`src/rtl/seq_alu.sv`:
```
// ---------------------------------------------------------------------------
// seq_alu : multi-cycle execute-stage ALU with valid/ready handshakes.
//   Single-cycle add/sub/logic/compare; shifts are iterative (one bit per
//   cycle) unless SEQ_ALU_BARREL_SHIFT_EN is defined, which selects a
//   single-cycle barrel shifter instead.
// Revision: 1.0
// ---------------------------------------------------------------------------
`default_nettype none

module seq_alu #(
  parameter  int WIDTH = 32,
  localparam int SHW   = $clog2(WIDTH)
) (
  input  logic             clk,
  input  logic             rst_n,
  input  logic             in_valid,
  output logic             in_ready,
  input  logic [3:0]       alu_control,
  input  logic [WIDTH-1:0] src_a,
  input  logic [WIDTH-1:0] src_b,
  output logic             out_valid,
  input  logic             out_ready,
  output logic [WIDTH-1:0] result,
  output logic             zero,
  output logic             illegal,
  output logic             busy
);

  typedef enum logic [1:0] {
    IDLE  = 2'd0,
    SHIFT = 2'd1,
    DONE  = 2'd2
  } state_t;

  state_t           state;
  logic [SHW-1:0]   shamt;
  logic [WIDTH-1:0] comb_result;
  logic             comb_illegal;

  // Only the low SHW bits of operand B matter for shifts.
  assign shamt = src_b[SHW-1:0];

  // Flag is derived from the held result; meaningful only while out_valid.
  assign zero = (result == '0);

`ifndef SEQ_ALU_BARREL_SHIFT_EN
  logic [SHW-1:0]   count;
  logic [1:0]       shift_op;   // alu_control[1:0]: 01 SLL, 10 SRL, 11 SRA
  logic             start_shift;
  logic [WIDTH-1:0] shift_next;

  // One-bit shift step applied to the working register each SHIFT cycle.
  always_comb begin
    shift_next = result;
    case (shift_op)
      2'b01:   shift_next = {result[WIDTH-2:0], 1'b0};
      2'b10:   shift_next = {1'b0, result[WIDTH-1:1]};
      default: shift_next = {result[WIDTH-1], result[WIDTH-1:1]};
    endcase
  end
`endif

  // Single-cycle datapath: result and legality of the presented request.
  always_comb begin
    comb_result  = '0;
    comb_illegal = 1'b0;
`ifndef SEQ_ALU_BARREL_SHIFT_EN
    start_shift  = 1'b0;
`endif
    case (alu_control)
      4'b0000: comb_result = src_a + src_b;
      4'b0001: comb_result = src_a - src_b;
      4'b0010: comb_result = src_a ^ src_b;
      4'b0011: comb_result = src_a | src_b;
      4'b0100: comb_result = src_a & src_b;
      4'b0101, 4'b0110, 4'b0111: begin
`ifdef SEQ_ALU_BARREL_SHIFT_EN
        case (alu_control[1:0])
          2'b01:   comb_result = src_a << shamt;
          2'b10:   comb_result = src_a >> shamt;
          default: comb_result = $unsigned($signed(src_a) >>> shamt);
        endcase
`else
        // Zero shift amount finishes immediately with the source unchanged.
        comb_result = src_a;
        start_shift = (shamt != '0);
`endif
      end
      4'b1000: comb_result = {{(WIDTH-1){1'b0}}, ($signed(src_a) < $signed(src_b))};
      4'b1001: comb_result = {{(WIDTH-1){1'b0}}, (src_a < src_b)};
      default: comb_illegal = 1'b1;
    endcase
  end

  // Control FSM with registered handshake/status outputs and result register.
  always_ff @(posedge clk or negedge rst_n) begin
    if (!rst_n) begin
      state     <= IDLE;
      in_ready  <= 1'b1;
      out_valid <= 1'b0;
      busy      <= 1'b0;
      result    <= '0;
      illegal   <= 1'b0;
`ifndef SEQ_ALU_BARREL_SHIFT_EN
      count     <= '0;
      shift_op  <= 2'b00;
`endif
    end else begin
      case (state)
        IDLE: begin
          if (in_valid) begin
            result   <= comb_result;
            illegal  <= comb_illegal;
            in_ready <= 1'b0;
            busy     <= 1'b1;
`ifndef SEQ_ALU_BARREL_SHIFT_EN
            if (start_shift) begin
              state    <= SHIFT;
              count    <= shamt;
              shift_op <= alu_control[1:0];
            end else
`endif
            begin
              state     <= DONE;
              out_valid <= 1'b1;
            end
          end
        end
`ifndef SEQ_ALU_BARREL_SHIFT_EN
        SHIFT: begin
          result <= shift_next;
          count  <= count - 1'b1;
          if (count == SHW'(1)) begin
            state     <= DONE;
            out_valid <= 1'b1;
          end
        end
`endif
        DONE: begin
          if (out_ready) begin
            state     <= IDLE;
            out_valid <= 1'b0;
            in_ready  <= 1'b1;
            busy      <= 1'b0;
          end
        end
        default: begin
          state     <= IDLE;
          out_valid <= 1'b0;
          in_ready  <= 1'b1;
          busy      <= 1'b0;
        end
      endcase
    end
  end

endmodule

`default_nettype wire

```
`config.mk`:
```
export PLATFORM = sky130hd
export DESIGN_NAME = seq_alu
export DESIGN_NICKNAME = d
export VERILOG_FILES = /design/src/rtl/seq_alu.sv
export SDC_FILE = /design/constraint.sdc
export NUM_CORES = 1
export LEC_CHECK = 0
export BUFFER_PORTS_ARGS = -buffer_cell sky130_fd_sc_hd__buf_4
export CAP_MARGIN = 10
export CORE_UTILIZATION = 25
export DETAILED_ROUTE_END_ITERATION = 10
export PLACE_DENSITY = 0.4
export SLEW_MARGIN = 20
export SYNTH_ARGS = -nofsm -noshare
export SYNTH_HDL_FRONTEND = slang
export SYNTH_SLANG_ARGS = --single-unit
export TNS_END_PERCENT = 1
```
`constraint.sdc`:
```
create_clock -name clk -period 2.5 [get_ports clk]
set_input_delay 0.5 -clock clk [delete_from_list [all_inputs] [get_ports clk]]
set_output_delay 0.5 -clock clk [all_outputs]
set_load 0.05 [all_outputs]
```
==> results of run 1 <==
[critical path, stage by stage]
cell and delay (ns):
sky130_fd_sc_hd__buf_4 0.12, sky130_fd_sc_hd__inv_2 0.06, sky130_fd_sc_hd__ha_4 0.22, sky130_fd_sc_hd__nor4_4 0.26
sky130_fd_sc_hd__buf_4 0.16, sky130_fd_sc_hd__nand2_2 0.08, sky130_fd_sc_hd__o41ai_4 0.47, sky130_fd_sc_hd__o21ai_1 0.13
sky130_fd_sc_hd__a2bb2oi_1 0.16, sky130_fd_sc_hd__buf_4 0.17, sky130_fd_sc_hd__a31oi_1 0.11, sky130_fd_sc_hd__a211oi_2 0.19
sky130_fd_sc_hd__mux2_1 0.35, sky130_fd_sc_hd__nand2_1 0.08
[power by group through the flow]
stage,sequential [W],combinational [W],clock (W)
final,0.00156,0.00520,0.000833
after global routing,0.00159,0.00556,0.000876
after CTS,0.00154,0.00516,0.000846
after detailed placement,0.00155,0.00498,0
after global placement,0.00155,0.00497,0
after floorplan,0.00231,0.00189,0
[state kept, by name, summed over array words and instances, names as in the netlist]
| register | count |
|---|---|
| illegal | 1 |
| result | 32 |
| shift_op | 2 |
| out_valid | 1 |
| in_ready | 1 |
| count | 5 |
| busy | 1 |
| state | 2 |
[cell usage in the layout, fill, tap and decap left out, types with 10 or more instances in the layout]
master / n
sky130_fd_sc_hd__buf_4: 473
sky130_fd_sc_hd__ha_1: 103
sky130_fd_sc_hd__nor2_1: 98
sky130_fd_sc_hd__a21oi_1: 93
sky130_fd_sc_hd__inv_1: 84
sky130_fd_sc_hd__nand2_1: 75
sky130_fd_sc_hd__o21ai_0: 55
sky130_fd_sc_hd__dfrtp_1: 44
sky130_fd_sc_hd__a221oi_1: 31
sky130_fd_sc_hd__o21ai_1: 27
sky130_fd_sc_hd__nor3_1: 23
sky130_fd_sc_hd__nand3_1: 19
sky130_fd_sc_hd__inv_2: 15
sky130_fd_sc_hd__a21o_1: 15
sky130_fd_sc_hd__nand2b_1: 14
sky130_fd_sc_hd__nor4_1: 13
sky130_fd_sc_hd__o22ai_1: 13
sky130_fd_sc_hd__o21bai_1: 13
sky130_fd_sc_hd__nand4_1: 12
sky130_fd_sc_hd__o31ai_1: 12
sky130_fd_sc_hd__o211ai_1: 11
sky130_fd_sc_hd__a211oi_1: 11
sky130_fd_sc_hd__a22oi_1: 11
sky130_fd_sc_hd__ha_4: 11
sky130_fd_sc_hd__nor2b_1: 10
sky130_fd_sc_hd__a31oi_1: 10
sky130_fd_sc_hd__o21a_1: 10
[worst min path at each step]
stage	startpoint	end	cells after the start	slack, ns
after global placement	illegal$_DFFE_PN0P_	illegal$_DFFE_PN0P_	2	0.50
after detailed placement	illegal$_DFFE_PN0P_	illegal$_DFFE_PN0P_	2	0.51
after floorplan	rst_n	busy$_DFFE_PN0P_	0	0.20
after global routing	rst_n	count[1]$_DFFE_PN0P_	1	0.28
after CTS	rst_n	illegal$_DFFE_PN0P_	1	0.25
final	rst_n	illegal$_DFFE_PN0P_	1	0.22
[synthesized netlist by cell type (all sizes together) (9+ instances only)]
| library cell | n | area (um2) |
|---|---|---|
| a31oi | 10 | 62.56 |
| a21oi | 105 | 536.8 |
| inv | 103 | 386.6 |
| a221o | 9 | 90.09 |
| nor3 | 27 | 150.2 |
| o21bai | 15 | 123.9 |
| nand3 | 21 | 105.1 |
| clkbuf | 51 | 191.4 |
| a22oi | 11 | 82.58 |
| o211ai | 11 | 82.58 |
| nor4 | 17 | 112.6 |
| dfrtp | 44 | 1101 |
| nor2 | 107 | 404.1 |
| a21o | 15 | 112.6 |
| nand2b | 14 | 87.58 |
| o31ai | 15 | 126.4 |
| nor2b | 14 | 87.58 |
| nand2 | 77 | 289.0 |
| o21ai | 84 | 420.4 |
| xnor2 | 9 | 78.83 |
| ha | 117 | 1464 |
| and3 | 10 | 62.56 |
| a211oi | 17 | 132.6 |
| a222oi | 9 | 90.09 |
| o21a | 12 | 90.09 |
| a221oi | 36 | 321.6 |
| o22ai | 13 | 81.33 |
| buf | 18 | 111.4 |
| o2111ai | 11 | 96.34 |
| nand4 | 12 | 75.07 |
[routing by layer]
metal | GRT usage (%) | vias to the layer above | wire (um)
li1 | - | 5014 | -
met1 | 32.77 | 4969 | 18800
met2 | 39.51 | 282 | 18390
met3 | 1.886 | 40 | 1587
met4 | 3.697 | 0 | 595
met5 | 0 | - | 0
[cell type report]
cell class | instances | share of cell area, %
repair buffers | 489 | 29.47
clock buffers | 6 | 1.072
well taps | 435 | 4.202
inverters | 104 | 3.187
flip-flops and latches | 45 | 8.703
clock inverters | 2 | 0.2898
multi-input cells | 902 | 53.08
[per-stage QoR]
step / utilization [%] / worst slack [ns] / instances / total power, W
after global placement: 38.32 / -0.8517 / 1963 / 0.006516
after CTS: 40.45 / -0.3038 / 1982 / 0.007552
after floorplan: - / -0.2682 / 1120 / 0.004207
after global routing: 40.63 / -0.4396 / 1983 / 0.008026
final: 40.63 / -0.3109 / 1983 / 0.007591
after detailed placement: 38.32 / -0.8709 / 1963 / 0.006532
[what timing repair did]
action,CTS,global route
hold buffers,0,0
endpoints found under the setup margin,27,30
pin swaps,46,14
cloned,0,0
gates resized for setup,90,14
buffers inserted,12,1
[logic make-up after synthesis]
logic type,share of synthesized area [%]
AOI/OAI and AO/OA,37.28
xor gates and xnor gates,1.287
DFF,13.80
adders and majority gates,18.41
and+or+nand+nor,19.16
buffers and inverters,8.485
muxes,1.578
==> impl_summary.txt, run 1 <==
----------------------------------------------------
[Yosys]
  Number of synthesized register bits ... 45
  Fraction of registers with async set/reset ... 100.0%
  Synthesized area per cell ... 7.294 um2
  Warnings from Yosys ... 0
  Sequential share of the synthesized area ... 13.80%
  Syn Std Cell Area ... 8169 um2
  Post-synthesis net count ... 1311
  Count of different cell masters after synthesis ... 89
  Post-synthesis instance total ... 1120
  Number of synthesized flops with an enable pin ... 0
  Primary flip-flop cell chosen by synthesis mapping ... sky130_fd_sc_hd__dfrtp_1

[Floorplan]
  Die width ... 182.8 um
  Effective utilization at floorplan ... 25.62%
  Number of placement rows ... 65
  IO Pins ... 109
  Chip Height ... 182.8 um
  Area of the die ... 33400 um2
  Placeable core region ... 31880 um2

[STA]
  Relative slew slack ... 55.64%
  Unrepaired setup endpoints after global routing ... yes
  Setup violators final ... 25
  Endpoints failing hold ... 0
  Worst Clk Skew ... 0.01187 ns
  Final setup slack of the worst path ... -0.3109 ns
  Max-slew violation count ... 0
  Highest clock rate ... 355.8 MHz
  Slew at the pin closest to its max-slew limit ... 0.6654 ns
  Worst Hold Slack ... 0.2246 ns
  Tmin final ... 2.811 ns
  Final setup TNS ... -4.275 ns
  Share of the cycle needed by the critical path after routing ... 112.4%

[Pwr]
  Reported net switching power ... 0.003909 W
  Cell-internal power ... 0.003682 W
  Worst IR drop on VDD ... 0.0004363 V
  Areal power density over the cells ... 586.0 nW/um2
  Total leakage power ... 6.118 nW
  Share of power burned in registers ... 20.5%
  Relative contribution of combinational cells to total power ... 68.5%
  Net switching fraction of the power ... 51.50%
  Part of the power in the clock network ... 11.0%

[Worst setup path]
  Required time of the critical path ... 2.75 ns
  Endpoint of the worst setup timing path ... result[30]$_DFFE_PN0P_
  Classification of the worst setup path ... input pin to flip-flop
  Critical path fanouts, max ... 4
  Type of origin of the critical path ... input pin
  Depth of the worst register-to-register path ... 9
  Critical R2R Launch ... shift_op[1]$_DFFE_PN0P_
  Slack of the worst reg-to-reg path ... 0.17 ns
  Endpoint of the lowest-slack register-to-register path ... result[30]$_DFFE_PN0P_
  Critical path endpoint category ... flip-flop
  Data arrival at the endpoint of the critical path ... 3.06 ns
  Source of the critical timing path ... src_a[10]

[Worst hold path]
  Worst hold-check path type ... input pin to asynchronous set/reset pin

[Drt]
  Iteration-0 DRC count of the detailed router ... 691
  Detailed Routing Iterations Pass 1 ... 5
  Post-DR wirelength/cell ... 19.85 um
  Detailed-route via count ... 10310
  Drt via density ... 5.197
  DRC violations left ... 0
  Aggregate routed wire length ... 39.37 mm
  Number of nets still failing antenna checks after routing ... 0

[GRT]
  First-pass GRT wire length ... 60.22 mm
  GRT Util Overall ... 23.39%
  Leftover overflow at the end of global routing ... 0
  Maximum number of pins on one net before global-route repair ... 46
  Via count of the first global-routing pass ... 10110
  Number of antenna violations at the first check in global routing ... 0

[Place]
  Post-detailed-placement half-perimeter wirelength ... 32.40 mm
  Placed cell area ... 12220 um2
  RePlAce Congestion ... 0.8722
  Count of input and output buffers ... 108

[Layout]
  Area of all placed cells without fillers ... 12950 um2
  Fill cell total of the finished layout ... 3408
  Fraction of final layout cells with drive strength greater than 1 ... 40.12%
  Area grow syn2layout ... 58.57%
  Total number of nets in the final design ... 1738
  Antenna fix cells ... 0
  Area of the multi-input gates ... 6875 um2
  Footprint of the flip-flops and latches ... 1127 um2

[Clocking]
  Maximum root-to-sink buffer count ... 2
  Clock Sinks ... 45
  CTS Root Buffer Type ... sky130_fd_sc_hd__clkbuf_16
  Clk pin slew, worst setup/hold paths ... 0.07 ns
  Later-pin clock latency in the skew report ... 0.31 ns
  Clock tree from TritonCTS ... done
  Level count of the clock H-tree ... 2
  TritonCTS Buffers ... 5

[Run]
  Count of maximum capacitance violations ... 0

[Run status]
  Violations in the final reports ... setup timing
  Run status ... complete, but fails checks

----------------------------------------------------
Note: power is estimated with default switching activity, not from simulation.
==> run 2: changes to the inputs <==
--- a/config.mk
+++ b/config.mk
@@ -7,9 +7,10 @@
 export LEC_CHECK = 0
 export BUFFER_PORTS_ARGS = -buffer_cell sky130_fd_sc_hd__buf_4
 export CAP_MARGIN = 10
-export CORE_UTILIZATION = 25
+export CORE_UTILIZATION = 50
 export DETAILED_ROUTE_END_ITERATION = 10
-export PLACE_DENSITY = 0.4
+export PLACE_DENSITY = 0.7
+export REMOVE_ABC_BUFFERS = 1
 export SLEW_MARGIN = 20
 export SYNTH_ARGS = -nofsm -noshare
 export SYNTH_HDL_FRONTEND = slang
==> run 2 against run 1 <==
  * Critical endpoint is now result[17]$_DFFE_PN0P_
  * Clock power is 4.3% lower
  * Highest routed layer unchanged
  * Non-clock buffer count is 63 lower
  * Hold slack better by 0.0021 ns
  * Critical path type unchanged
  * Clock skew is 0.0048 ns lower
  * Wire length is 13% lower
  * Combinational power is 6.3% lower
  * Register-to-register slack worse by 0.29 ns
  * Final area is 7.0% lower
  * The run still ends with setup timing left
==> impl_summary.txt, run 2 (synthesis gave the netlist of run 1 again) <==
----------------------------------------------------
[Run status]
  Run status ... complete, but fails checks (unchanged)
  Violations in the final reports ... setup timing (unchanged)

[Pwr]
  Relative contribution of combinational cells to total power ... 67.1% (was 68.5%)
  Total Power ... 0.007248 W (was 0.007591 W)
  Areal power density over the cells ... 601.8 nW/um2 (was 586.0 nW/um2)
  Net switching fraction of the power ... 51.76% (was 51.50%)
  Total leakage power ... 5.784 nW (was 6.118 nW)
  Cell-internal power ... 0.003496 W (was 0.003682 W)
  Reported net switching power ... 0.003752 W (was 0.003909 W)
  Part of the power in the clock network ... 11.0% (about the same)
  Share of power burned in registers ... 21.9% (was 20.5%)
  Worst IR drop on VDD ... 0.0006844 V (was 0.0004363 V)

[Worst setup path]
  Source of the critical timing path ... src_a[3] (was src_a[10])
  Ordered list of cells on the worst path ... buf_4, inv_2, ha_4, buf_6, a21o_1, a21oi_2, a21oi_2, or4_4, a21oi_4, nor4_1, a221o_1, o211a_1, o22a_1 (was buf_4, inv_2, ha_4, nor4_4, buf_4, nand2_2, o41ai_4, o21ai_1, a2bb2oi_1, buf_4, a31oi_1, a211oi_2, mux2_1, nand2_1)
  Slack of the worst reg-to-reg path ... -0.12 ns (was 0.17 ns)
  Data arrival at the endpoint of the critical path ... 3.09 ns (was 3.06 ns)
  Critical path buffers and inverters ... 3 (was 4)
  Worst path depth ... 13 (was 14)
  Required time of the critical path ... 2.68 ns (was 2.75 ns)
  Classification of the worst setup path ... input pin to flip-flop (unchanged)
  Endpoint of the worst setup timing path ... result[17]$_DFFE_PN0P_ (was result[30]$_DFFE_PN0P_)
  Endpoint of the lowest-slack register-to-register path ... result[13]$_DFFE_PN0P_ (was result[30]$_DFFE_PN0P_)
  Standard cell with the maximum stage delay on the critical path ... sky130_fd_sc_hd__or4_4 (was sky130_fd_sc_hd__o41ai_4)
  Critical path endpoint category ... flip-flop (unchanged)
  Critical path fanouts, max ... 8 (was 4)
  Critical R2R Launch ... shift_op[0]$_DFFE_PN0P_ (was shift_op[1]$_DFFE_PN0P_)
  Gate family responsible for the most delay along the worst path ... compound AO/OA/AOI/OAI gates (unchanged)
  Cell repeated most along the worst path ... sky130_fd_sc_hd__a21oi_2 (was sky130_fd_sc_hd__buf_4)
  Depth of the worst register-to-register path ... 9 (unchanged)
  Type of origin of the critical path ... input pin (unchanged)
  Critical path's largest stage delay ... 0.57 ns (was 0.47 ns)

[Run]
  Count of maximum capacitance violations ... 0 (unchanged)

[STA]
  Max-slew violation count ... 0 (unchanged)
  Worst Hold Slack ... 0.2266 ns (was 0.2246 ns)
  Share of the cycle needed by the critical path after routing ... 116.5% (was 112.4%)
  Unrepaired setup endpoints after global routing ... yes (unchanged)
  Setup violators final ... 23 (was 25)
  Worst Clk Skew ... 0.007116 ns (was 0.01187 ns)
  Final setup slack of the worst path ... -0.4131 ns (was -0.3109 ns)
  Slew at the pin closest to its max-slew limit ... 0.7769 ns (was 0.6654 ns)
  Relative slew slack ... 48.07% (was 55.64%)
  Highest clock rate ... 343.3 MHz (was 355.8 MHz)
  Endpoints failing hold ... 0 (unchanged)
  Tmin final ... 2.913 ns (was 2.811 ns)

[Drt]
  Iteration-0 DRC count of the detailed router ... 1251 (was 691)
  DRC violations left ... 0 (unchanged)
  Number of nets still failing antenna checks after routing ... 0 (unchanged)
  Aggregate routed wire length ... 34.25 mm (was 39.37 mm)
  Drt via density ... 6.306 (was 5.197)
  Detailed Routing Iterations Pass 1 ... 9 (was 5)
  Detailed-route via count ... 10730 (was 10310)
  Post-DR wirelength/cell ... 20.13 um (was 19.85 um)

[Floorplan]
  Number of placement rows ... 46 (was 65)
  IO Pins ... 109 (unchanged)
  Area of the die ... 16850 um2 (was 33400 um2)
  Placeable core region ... 15940 um2 (was 31880 um2)
  Effective utilization at floorplan ... 51.24% (was 25.62%)
  Chip Height ... 129.8 um (was 182.8 um)
  Die width ... 129.8 um (was 182.8 um)

[Place]
  Count of input and output buffers ... 108 (unchanged)
  Post-detailed-placement half-perimeter wirelength ... 26.99 mm (was 32.40 mm)
  RePlAce Congestion ... 1.074 (was 0.8722)
  Post-placement worst setup slack ... -1.032 ns (was -0.8709 ns)

[Clocking]
  Level count of the clock H-tree ... 2 (unchanged)
  TritonCTS Buffers ... 5 (unchanged)
  Maximum root-to-sink buffer count ... 2 (unchanged)
  Later-pin clock latency in the skew report ... 0.29 ns (was 0.31 ns)
  CTS Root Buffer Type ... sky130_fd_sc_hd__clkbuf_16 (unchanged)
  Clock tree from TritonCTS ... done (unchanged)
  Clk pin slew, worst setup/hold paths ... 0.07 ns (about the same)
  Clock Sinks ... 45 (unchanged)

[Layout]
  Number of flip-flops in the largest register ... 32 (unchanged)
  Antenna fix cells ... 0 (unchanged)
  Biggest regs ... result: 32 flops, count: 5 flops (unchanged)
  Area grow syn2layout ... 47.44% (was 58.57%)
  Top library cells by usage in the layout, fill and taps aside ... sky130_fd_sc_hd__buf_4 (414), sky130_fd_sc_hd__ha_1 (103), sky130_fd_sc_hd__nor2_1 (100), sky130_fd_sc_hd__a21oi_1 (94), sky130_fd_sc_hd__inv_1 (88) (was sky130_fd_sc_hd__buf_4 (473), sky130_fd_sc_hd__ha_1 (103), sky130_fd_sc_hd__nor2_1 (98), sky130_fd_sc_hd__a21oi_1 (93), sky130_fd_sc_hd__inv_1 (84))
  Fraction of final layout cells with drive strength greater than 1 ... 36.43% (was 40.12%)
  Top reg by flops ... result (unchanged)
  Most common cell after layout, fill and taps aside ... sky130_fd_sc_hd__buf_4 (unchanged)
  Total number of nets in the final design ... 1675 (was 1738)

[GRT]
  First-pass GRT wire length ... 52.97 mm (was 60.22 mm)
  Number of antenna violations at the first check in global routing ... 0 (unchanged)
  Maximum number of pins on one net before global-route repair ... 46 (unchanged)
  GRT Util Overall ... 40.18% (was 23.39%)
  Leftover overflow at the end of global routing ... 0 (unchanged)
  Via count of the first global-routing pass ... 9993 (was 10110)

[Worst hold path]
  Worst hold-check path type ... input pin to asynchronous set/reset pin (unchanged)

----------------------------------------------------
==> run 2: cell count changes in the layout (fill, tap and decap cells not counted), moves of 3 or more <==
| cell | delta |
|---|---|
| sky130_fd_sc_hd__buf_4 | -59 |
| sky130_fd_sc_hd__inv_1 | +4 |
| sky130_fd_sc_hd__inv_2 | -4 |
| sky130_fd_sc_hd__inv_4 | +3 |
| sky130_fd_sc_hd__nor3_2 | +3 |
| sky130_fd_sc_hd__o31ai_2 | +3 |
==> run 2: timing repair <==
action | 4_1_cts | 5_1_grt
buffers inserted | 11 | 0
pin swaps | 31 | 8
gates resized for setup | 72 | 25
setup endpoints to repair | 24 | 30
hold buffers | 0 | 0
hold endpoints to repair | 0 | 0
==> run 2: power by group through the flow <==
stage	registers (W)	logic, W	clock network, W
floorplan	0.00233	0.00178	0
CTS	0.00154	0.00471	0.000791
global placement	0.00155	0.00451	0
global route	0.00161	0.00517	0.000820
finish	0.00159	0.00487	0.000797
detailed placement	0.00155	0.00457	0
==> run 2: how the worst min path moves through the flow <==
| stage | from | end |
|---|---|---|
| floorplan | rst_n | busy$_DFFE_PN0P_ |
| global placement | illegal$_DFFE_PN0P_ | illegal$_DFFE_PN0P_ |
| detailed placement | count[4]$_DFFE_PN0P_ | count[4]$_DFFE_PN0P_ |
| CTS | rst_n | result[10]$_DFFE_PN0P_ |
| global route | rst_n | result[10]$_DFFE_PN0P_ |
| finish | rst_n | result[6]$_DFFE_PN0P_ |
==> run 2: final cells by class <==
class,count,area (um2)
Sequential cell,45,1127
Fill cell,1286,3899
Clock buffer,6,138.9
Tap cell,216,270.3
Timing Repair Buffer,426,3304
Clock inverter,2,37.54
Inverter,104,400.4
Multi-Input combinational cell,902,6765
==> run 2: worst register-to-register path, cell delays in order (launching register included) <==
cell	delay, ns
sky130_fd_sc_hd__dfrtp_1	0.38
sky130_fd_sc_hd__inv_1	0.05
sky130_fd_sc_hd__ha_1	0.33
sky130_fd_sc_hd__nor2_1	0.16
sky130_fd_sc_hd__nor2_2	0.11
sky130_fd_sc_hd__buf_12	0.15
sky130_fd_sc_hd__buf_4	0.14
sky130_fd_sc_hd__a22o_1	0.30
sky130_fd_sc_hd__a2111oi_1	0.75
sky130_fd_sc_hd__a21oi_1	0.13
==> run 2: through the flow <==
step,utilization (%),TNS [ns],instances,cell area [um2]
finish,75.55,-5.626,1701,12040
global route,75.55,-7.983,1701,12040
CTS,74.78,-4.737,1701,11920
detailed placement,71.28,-16.78,1682,11360
global placement,71.28,-15.12,1682,11360
floorplan,-,-28.67,1051,7866
==> run 2: metal layers <==
metal / up-vias / routed length [um] / track usage (%)
li1: 4891 / - / -
met1: 5024 / 14400 / 55.67
met2: 693 / 15200 / 63.32
met3: 118 / 3414 / 5.289
met4: 0 / 1224 / 15.25
met5: - / 0 / 0
